**src/rtl/serial_subtractor.sv**
```systemverilog
// Bit-serial subtractor D = A - B - Bin, LSB first, one bit per clock; result after WIDTH+1 cycles.
// No backpressure: start is taken only in IDLE and ignored while an operation is in flight.
module serial_subtractor #(
   parameter int WIDTH = 8
) (
   input  logic             clk,
   input  logic             rst,
   input  logic             start,
   input  logic [WIDTH-1:0] a,
   input  logic [WIDTH-1:0] b,
   input  logic             bin,
   output logic             busy,
   output logic             done,
   output logic [WIDTH-1:0] diff,
   output logic             bout
);

   localparam int CW = $clog2(WIDTH + 1);
   localparam logic [CW-1:0] LAST = CW'(WIDTH - 1);

   typedef enum logic [1:0] {
      S_IDLE,
      S_SHIFT,
      S_DONE
   } state_t;

   state_t           state_q, state_d;
   logic [WIDTH-1:0] a_sr_q, a_sr_d;
   logic [WIDTH-1:0] b_sr_q, b_sr_d;
   logic [WIDTH-1:0] r_sr_q, r_sr_d;
   logic             br_q, br_d;
   logic [CW-1:0]    cnt_q, cnt_d;
   logic [WIDTH-1:0] diff_q, diff_d;
   logic             bout_q, bout_d;

   logic             d_bit;
   logic             br_nxt;
   logic [WIDTH-1:0] r_nxt;

   always_comb begin
      state_d = state_q;
      a_sr_d  = a_sr_q;
      b_sr_d  = b_sr_q;
      r_sr_d  = r_sr_q;
      br_d    = br_q;
      cnt_d   = cnt_q;
      diff_d  = diff_q;
      bout_d  = bout_q;

      // the single shared full-subtractor cell
      d_bit  = a_sr_q[0] ^ b_sr_q[0] ^ br_q;
      br_nxt = (~a_sr_q[0] & b_sr_q[0]) | (~(a_sr_q[0] ^ b_sr_q[0]) & br_q);
      r_nxt  = {d_bit, r_sr_q[WIDTH-1:1]};

      case (state_q)
         S_IDLE: begin
            if (start) begin
               a_sr_d  = a;
               b_sr_d  = b;
               br_d    = bin;
               r_sr_d  = '0;
               cnt_d   = '0;
               state_d = S_SHIFT;
            end
         end
         S_SHIFT: begin
            a_sr_d = a_sr_q >> 1;
            b_sr_d = b_sr_q >> 1;
            br_d   = br_nxt;
            r_sr_d = r_nxt;
            cnt_d  = cnt_q + CW'(1);
            // publish the result including the bit computed on this very edge
            if (cnt_q == LAST) begin
               diff_d  = r_nxt;
               bout_d  = br_nxt;
               state_d = S_DONE;
            end
         end
         S_DONE: begin
            state_d = S_IDLE;
         end
         default: begin
            state_d = S_IDLE;
         end
      endcase
   end

   always_ff @(posedge clk) begin
      if (rst) begin
         state_q <= S_IDLE;
         a_sr_q  <= '0;
         b_sr_q  <= '0;
         r_sr_q  <= '0;
         br_q    <= 1'b0;
         cnt_q   <= '0;
         diff_q  <= '0;
         bout_q  <= 1'b0;
      end else begin
         state_q <= state_d;
         a_sr_q  <= a_sr_d;
         b_sr_q  <= b_sr_d;
         r_sr_q  <= r_sr_d;
         br_q    <= br_d;
         cnt_q   <= cnt_d;
         diff_q  <= diff_d;
         bout_q  <= bout_d;
      end
   end

   assign busy = (state_q == S_SHIFT);
   assign done = (state_q == S_DONE);
   assign diff = diff_q;
   assign bout = bout_q;

endmodule

```
**config.mk**
```make
export PLATFORM = sky130hd
export DESIGN_NAME = serial_subtractor
export DESIGN_NICKNAME = d
export VERILOG_FILES = /design/src/rtl/serial_subtractor.sv
export SDC_FILE = /design/constraint.sdc
export NUM_CORES = 1
export LEC_CHECK = 0
export BUFFER_PORTS_ARGS = -buffer_cell sky130_fd_sc_hd__buf_2
export CORE_MARGIN = 3
export CORE_UTILIZATION = 35
export DETAILED_ROUTE_END_ITERATION = 10
export GPL_ROUTABILITY_DRIVEN = 0
export GPL_TIMING_DRIVEN = 0
export SYNTH_ARGS = -nofsm -noshare
export SYNTH_HDL_FRONTEND = slang
export SYNTH_SLANG_ARGS = --single-unit
```
**constraint.sdc**
```tcl
create_clock -name clk -period 1.33 [get_ports clk]
set_input_delay 0.0665 -clock clk [delete_from_list [all_inputs] [get_ports clk]]
set_output_delay 0.0665 -clock clk [all_outputs]
set_load 0.02 [all_outputs]
```
# Yosys cells after proc, flatten, opt, wreduce, memory -nomap -nowiden
# Cells that the tools add are included.
# Widths: inputs -> output; s select.
# op_classes
addsub,1
mul,0
div,0
magnitude_cmp,0
n_eq_ne,5
shift,0
n_mux,13
bitwise_logic,7
reduce_logical,5
# ops
cell,count
$pmux 8 s2,3
$mux 8,3
$pmux 4 s2,1
$reduce_and 2->1,3
$add 4x1->4 const B,1
$eq 4x3->1 const B,1
$mux 2,2
$mux 4,1
$pmux 2 s2,1
$and 1x1->1,2
$eq 2x1->1 const B,1
$eq 2x2->1 const B,1
$logic_not 2->1,1
$ne 2x1->1 const B,1
$ne 2x2->1 const B,1
$not 1->1,2
$pmux 1 s2,1
$reduce_bool 2->1,1
$xor 1x1->1,2
$mux 1,1
$or 1x1->1,1
# totals
ff_bits,40
latch_bits,0
ram_bits,0
mem_bits_ro,0
in_bits,20
out_inout_bits,11
word_cells,39
n_memories,0

# Longest topological paths before layout
# Gate-level depths: netlist of run 1.
# depth
ltp_word,5
depth_mapped,5

# Worst setup path after synthesis of run 1
# No wires, ideal clock.
# synth_path
path_kind,register to register
from,register b_sr_q[0]
to,register br_q
arrival_time_ns,1.138
slack_ns,0.123
stages_incl_launch_ff,5
path_buffers,0
period_less_slack_ns,1.207
cell_sequence,dfxtp_1 -> inv_1 -> fa_1 -> a221o_1 -> a21oi_1
# synth_via
elab_chain_cells,5
elab_cells_between_ends,6
classes_between,mux: 1; bitwise: 5
# synth_lines
item,line_no,source
start: declaration,29,"logic [WIDTH-1:0] b_sr_q, b_sr_d;"
start signal: assignment,101,b_sr_q <= b_sr_d;
$xor 1x1->1,52,br_nxt = (~a_sr_q[0] & b_sr_q[0]) | (~(a_sr_q[0] ^ b_sr_q[0]) & br_q);
$not 1->1,52,
$and 1x1->1,52,
$or 1x1->1 (*),52,
$pmux 1 s2 (*),55,case (state_q)
end signal: assignment,103,br_q <= br_d;
end: declaration,31,"logic br_q, br_d;"
# Every way passes the cells marked *; elsewhere a longest branch is shown, timed or not.
# A chain may end at the register's enable or synchronous reset.

# Final worst setup path of run 1
# layout_path
from,register state_q[1]
to,output port done
# layout_via
elab_chain_cells,1
# layout_lines
item,line_no,source
start: declaration,27,"state_t state_q, state_d;"
start signal: assignment,99,state_q <= state_d;
$eq 2x2->1,111,assign done = (state_q == S_DONE);
end: declaration,13,"output logic done,"
# No other way between the ends.

==> results.toml, run 1 <==
[hold_path]
min_path_type = "in2reg"
min_path_cells = 3

[critical_path]
worst_path_max_delay_cell = "dfxtp_4"
crit_path_frequent_cell = "buf_8"
arrival_ns = 1.22
cp_top_family = "buffers and inverters"
r2r_cells = 4
crit_type = "reg2out"
crit_cells = 4
worst_setup_path_start_kind = "flop"
worstSetupEndpointType = "output pin"
path_cells = "buf_8, buf_8, nor2b_2, buf_4"
r2r_setup_slack_ns = 0.07
cp_max_fo = 10
max_stage_delay_ns = 0.37
worst-path-buf-inv = 3
crit_required_ns = 1.26

[power]
internal-power_mw = 1.971
p_sw_share_pct = 25.16
power_leakage_nw = 0.9258
power_frac_clock_pct = 39.8
powerDensity_nw_per_um2 = 1168
combPwrFrac_pct = 12.2
power_switching_uw = 662.5
irDropWorstVdd_uv = 415.7
power.total_mw = 2.633
p_seq_share_pct = 48.0

[synthesis]
synth_area_leaders = "dfxtp_1, a21oi_1, nor2_1, o221a_2, a22oi_1"
syn_area_sq_um = 1817
synthCells = 216
synth.most_common_cell = "dfxtp_1"
ys.warnings.count = 0
yosys_most_used_dff = "dfxtp_1"
synth_top_area_share_pct = 42.98
ys_top_cells_by_count = "dfxtp_1, a21oi_1, nor2_1, inv_1, o221a_2"
synthArstFlopShare_pct = 0
yosysSeqAreaShare_pct = 42.98
synth_top_area_cell = "dfxtp_1"
synth.distinct_cells = 34
synth-edff-count = 0
ys_ff_latch = 39
syn_avg_cell_area_sq_um = 8.411
mappedNetlistNets = 238

[grt]
grt_pass1_wl_microns = 7879
grt_pass1_vias = 1598
grt_usage_pct = 16.02
antenna_found_initial = 0
grt_overflow = 0
grt_max_degree = 13

[clock_tree]
h-tree-depth = 2
cts_tree = "built"
ctsHoldBuffers = 0
clock_sinks = 39
ctsRootBufferMaster = "clkbuf_8"
cts_buffers = 5
clockBufferDepth = 2
path_clk_slew_ns = 0.08
clk_latency_ns = 0.30

[sta]
hold_viol = 0
max-slew-margin-rel_pct = 64.75
grt_setup_unrepaired = "no"
clock_skew_ns = 0.008373
min_period_over_period_pct = 96.49
drv_slew = 0
fin_tns_setup_ns = 0
setup_viol = 0
fin_crit_ns = 1.283
tightest_slew_ns = 0.5287
fmax_ghz = 0.7792

[detailed_routing]
num_vias = 1687
drt.antenna.violating_nets = 0
wire_per_inst_microns = 14.45
drt_pass1_iterations = 4
drt-total-wl_microns = 4681
route.detailed.drc = 0
viasPerCell = 5.207
drtIter0Drc = 86

[placed_design]
port_buffers = 30
dp_hpwl_microns = 3187

[final_layout]
nets = 278
diodes = 0
area_growth_pct = 24.10
drive_gt1_share_pct = 31.91

[die]
dieArea_sq_um = 6091
die_x_microns = 78.05
initial_core_util_pct = 37.23
die_y_microns = 78.05
ios = 31
rows = 25
core_sq_um = 4880

[run_status]
status = "finished, final reports clean"

[run]
cap_viol_max_count = 0
-- power by group through the flow --
stage	sequential, mW	combinational [mW]	clock, mW
detailed placement	1.29	0.314	0
finish	1.26	0.321	1.05
CTS	1.26	0.318	1.07
global placement	1.29	0.308	0
floorplan	1.28	0.226	0
global route	1.27	0.363	1.12
-- repair_timing --
action,in CTS,in global routing
setup buffers,0,3
pin swaps,0,0
resized for setup,13,10
endpoints found under the hold margin,0,0
endpoints found under the setup margin,3,13
cloned,0,0
-- flip-flops by register name, summed over array words and instances (netlist names) --
| name | flops |
|---|---|
| diff | 8 |
| a_sr_q | 8 |
| bout | 1 |
| cnt_q | 4 |
| state_q | 2 |
| r_sr_q | 7 |
| b_sr_q | 8 |
| br_q | 1 |
-- worst reg2reg max path: cells and delay by family (launching register included) --
| family | cells | cell delay, ns |
|---|---|---|
| AND/OR/NAND/NOR | 1 | 0.17 |
| flip-flops | 1 | 0.37 |
| buffers and inverters | 1 | 0.20 |
| AO/OA/AOI/OAI | 2 | 0.40 |
-- area by class of cell --
cell class                 count  area [sq um]
inverter                      14         52.55
sequential                    39         787.0
multi-input combinational    145         912.1
clock buffer                   6         82.58
clock inverter                 2         35.03
fill                         516          2625
buffer                        18         123.9
timing repair buffer          33         177.7
tap                           67         83.83
-- worst paths after layout --
path,start,endpoint
max reg2reg,state_q[1],diff[7]
min,b[7],b_sr_q[7]
max,state_q[1],done
min reg2reg,cnt_q[0],cnt_q[0]
-- logic make-up after synthesis --
| kind of cell | Yosys count | share of synthesized area [%] |
|---|---|---|
| AO/OA/AOI/OAI | 77 | 29.89 |
| adder cells (fa/ha/maj) | 2 | 1.791 |
| buffers and inverters | 32 | 7.920 |
| flip-flops | 39 | 42.98 |
| AND/OR/NAND/NOR | 66 | 17.42 |
-- per-stage QoR --
step,setup slack (ns),instances,utilization (%),cell area [sq um],hold WS (ns)
global route,0.003659,324,46.21,2255,0.08466
finish,0.04663,324,46.21,2255,0.05594
floorplan,0.1227,216,-,1817,0.2273
CTS,0.001671,321,45.13,2202,0.05663
detailed placement,0.002375,313,42.03,2051,0.3616
global placement,-0.02613,313,42.03,2051,0.3623
-- layer usage --
metal / track usage, % / routed length [microns] / up-vias
met2: 23.97 / 2154 / 33
li1: - / - / 855
met1: 22.49 / 2281 / 792
met3: 3.211 / 161 / 7
met4: 6.469 / 84 / 0
met5: 0 / 0 / -
-- layout by cell type, fill, tap and decap left out, types with 2 or more instances in the layout --
cell type / n
nor2b_1: 4
clkbuf_8: 6
o221a_2: 11
buf_4: 8
a211oi_1: 2
buf_6: 2
nor2_1: 34
buf_8: 2
dfxtp_2: 2
or3b_2: 2
inv_1: 13
clkbuf_1: 4
buf_2: 34
o22ai_1: 4
dfxtp_1: 36
nand2b_1: 3
o31ai_1: 7
a21oi_1: 36
nand2_1: 3
a22oi_1: 8
nand3_1: 10
nor3_1: 3
No activity file was read; power rests on OpenSTA's default activity.
==> run 2: changes to the inputs <==
--- a/config.mk
+++ b/config.mk
@@ -5,7 +5,7 @@
 export SDC_FILE = /design/constraint.sdc
 export NUM_CORES = 1
 export LEC_CHECK = 0
-export BUFFER_PORTS_ARGS = -buffer_cell sky130_fd_sc_hd__buf_2
+export BUFFER_PORTS_ARGS = -buffer_cell sky130_fd_sc_hd__clkbuf_2
 export CORE_MARGIN = 3
 export CORE_UTILIZATION = 35
 export DETAILED_ROUTE_END_ITERATION = 10
==> results.toml, run 2 (synthesized netlist as in run 1, its figures left out) <==
[run_status]
status = "finished, final reports clean"

[grt]
grt_pass1_vias = 1562
grt_pass1_wl_microns = 7417
grt_usage_pct = 15.13
grt_max_degree = 13
antenna_found_initial = 0
grt_overflow = 0

[detailed_routing]
drtIter0Drc = 107
num_vias = 1686
wire_per_inst_microns = 13.96
drt.antenna.violating_nets = 0
viasPerCell = 5.188
drt-total-wl_microns = 4536
route.detailed.drc = 0
drt_pass1_iterations = 4

[clock_tree]
cts_buffers = 5
ctsRootBufferMaster = "clkbuf_8"
h-tree-depth = 2
ctsHoldBuffers = 0
clock_sinks = 39
path_clk_slew_ns = 0.08
cts_tree = "built"
clockBufferDepth = 2
clk_latency_ns = 0.29

[placed_design]
port_buffers = 30
dpl-instance-area_sq_um = 2051
dp_hpwl_microns = 3103
pre_cts_ws_ns = -0.02598
dp_cells = 313

[hold_path]
min_path_type = "in2reg"

[die]
ios = 31
core_sq_um = 4880
dieArea_sq_um = 6091
initial_core_util_pct = 37.23
die_x_microns = 78.05
rows = 25
die_y_microns = 78.05

[final_layout]
final_cell_mix = "a21oi_1, dfxtp_1, nor2_1"
stdcell_area_sq_um = 2277
final_common_cell = "a21oi_1"
drive_gt1_share_pct = 31.78
area_growth_pct = 25.34
fillCellCount = 493
nets = 279
fin_cells = 325
diodes = 0

[sta]
fin_tns_setup_ns = 0
hold_viol = 0
min_period_over_period_pct = 95.12
tightest_slew_ns = 0.5400
fmax_ghz = 0.7905
drv_slew = 0
setup_viol = 0
clock_skew_ns = 0.004437
max-slew-margin-rel_pct = 64.00
fin_ws_ns = 0.06494
fin_crit_ns = 1.265

[power]
power_leakage_nw = 0.9269
powerDensity_nw_per_um2 = 1153
power.total_mw = 2.625
irDropWorstVdd_uv = 622.6

[critical_path]
cp_max_fo = 7
r2r_setup_slack_ns = 0.10
worstSetupEndpointType = "output pin"
arrival_ns = 1.20
worst_setup_path_start_kind = "flop"
crit_type = "reg2out"
crit_required_ns = 1.26

[run]
cap_viol_max_count = 0
run 2: cell count changes in the layout (fill, tap and decap cells not counted), sizes merged:
| cell | delta |
|---|---|
| clkbuf | +30 |
| buf | -29 |
run 2: stage by stage:
stage / util [%] / hold slack [ns]
after floorplan: - / 0.2273
after global placement: 42.03 / 0.3637
after detailed placement: 42.03 / 0.3581
after CTS: 45.44 / 0.05851
after global routing: 46.67 / 0.1185
final: 46.67 / 0.06310
run 2: power breakdown:
part           leakage, nW  total [mW]  internal, mW  switching, mW
clock network       0.0612        1.03         0.607          0.425
registers            0.320        1.26          1.22         0.0441
logic                0.545       0.328         0.150          0.179
run 2: repair_timing:
item | in CTS | in global routing
endpoints found under the setup margin | 10 | 13
cloned | 0 | 0
resized for setup | 16 | 7
pin swaps | 0 | 0
buffers inserted | 0 | 4
run 2: worst paths after layout:
| path | from | to | depth (start not counted) |
|---|---|---|---|
| worst max-delay path | state_q[1] | busy | 4 |
| worst min-delay path | b[7] | b_sr_q[7] | 3 |
| worst max register to register | state_q[1] | diff[1] | 4 |
| worst min register to register | r_sr_q[1] | diff[0] | 2 |
run 2: final cells by class:
type | instances | area, sq um | share of cell area (%)
Multi-Input combinational cell | 145 | 927.1 | 40.71
Buffer | 18 | 123.9 | 5.440
Clock buffer | 6 | 82.58 | 3.626
Sequential cell | 39 | 787.0 | 34.56
Tap cell | 67 | 83.83 | 3.681
Clock inverter | 2 | 35.03 | 1.538
Timing Repair Buffer | 34 | 185.2 | 8.132
Inverter | 14 | 52.55 | 2.308
run 2: critical path: stages, from the launching register on:
cell,delay [ns]
dfxtp_4,0.37
nand2b_4,0.17
inv_2,0.09
buf_6,0.12
clkbuf_4,0.16
run 2: metal layers:
metal,vias to the layer above,track usage (%),share of wire [%]
li1,856,-,-
met1,778,20.63,48
met2,42,22.69,45
met3,10,2.867,4.6
met4,0,7.867,2.6
met5,-,0,0
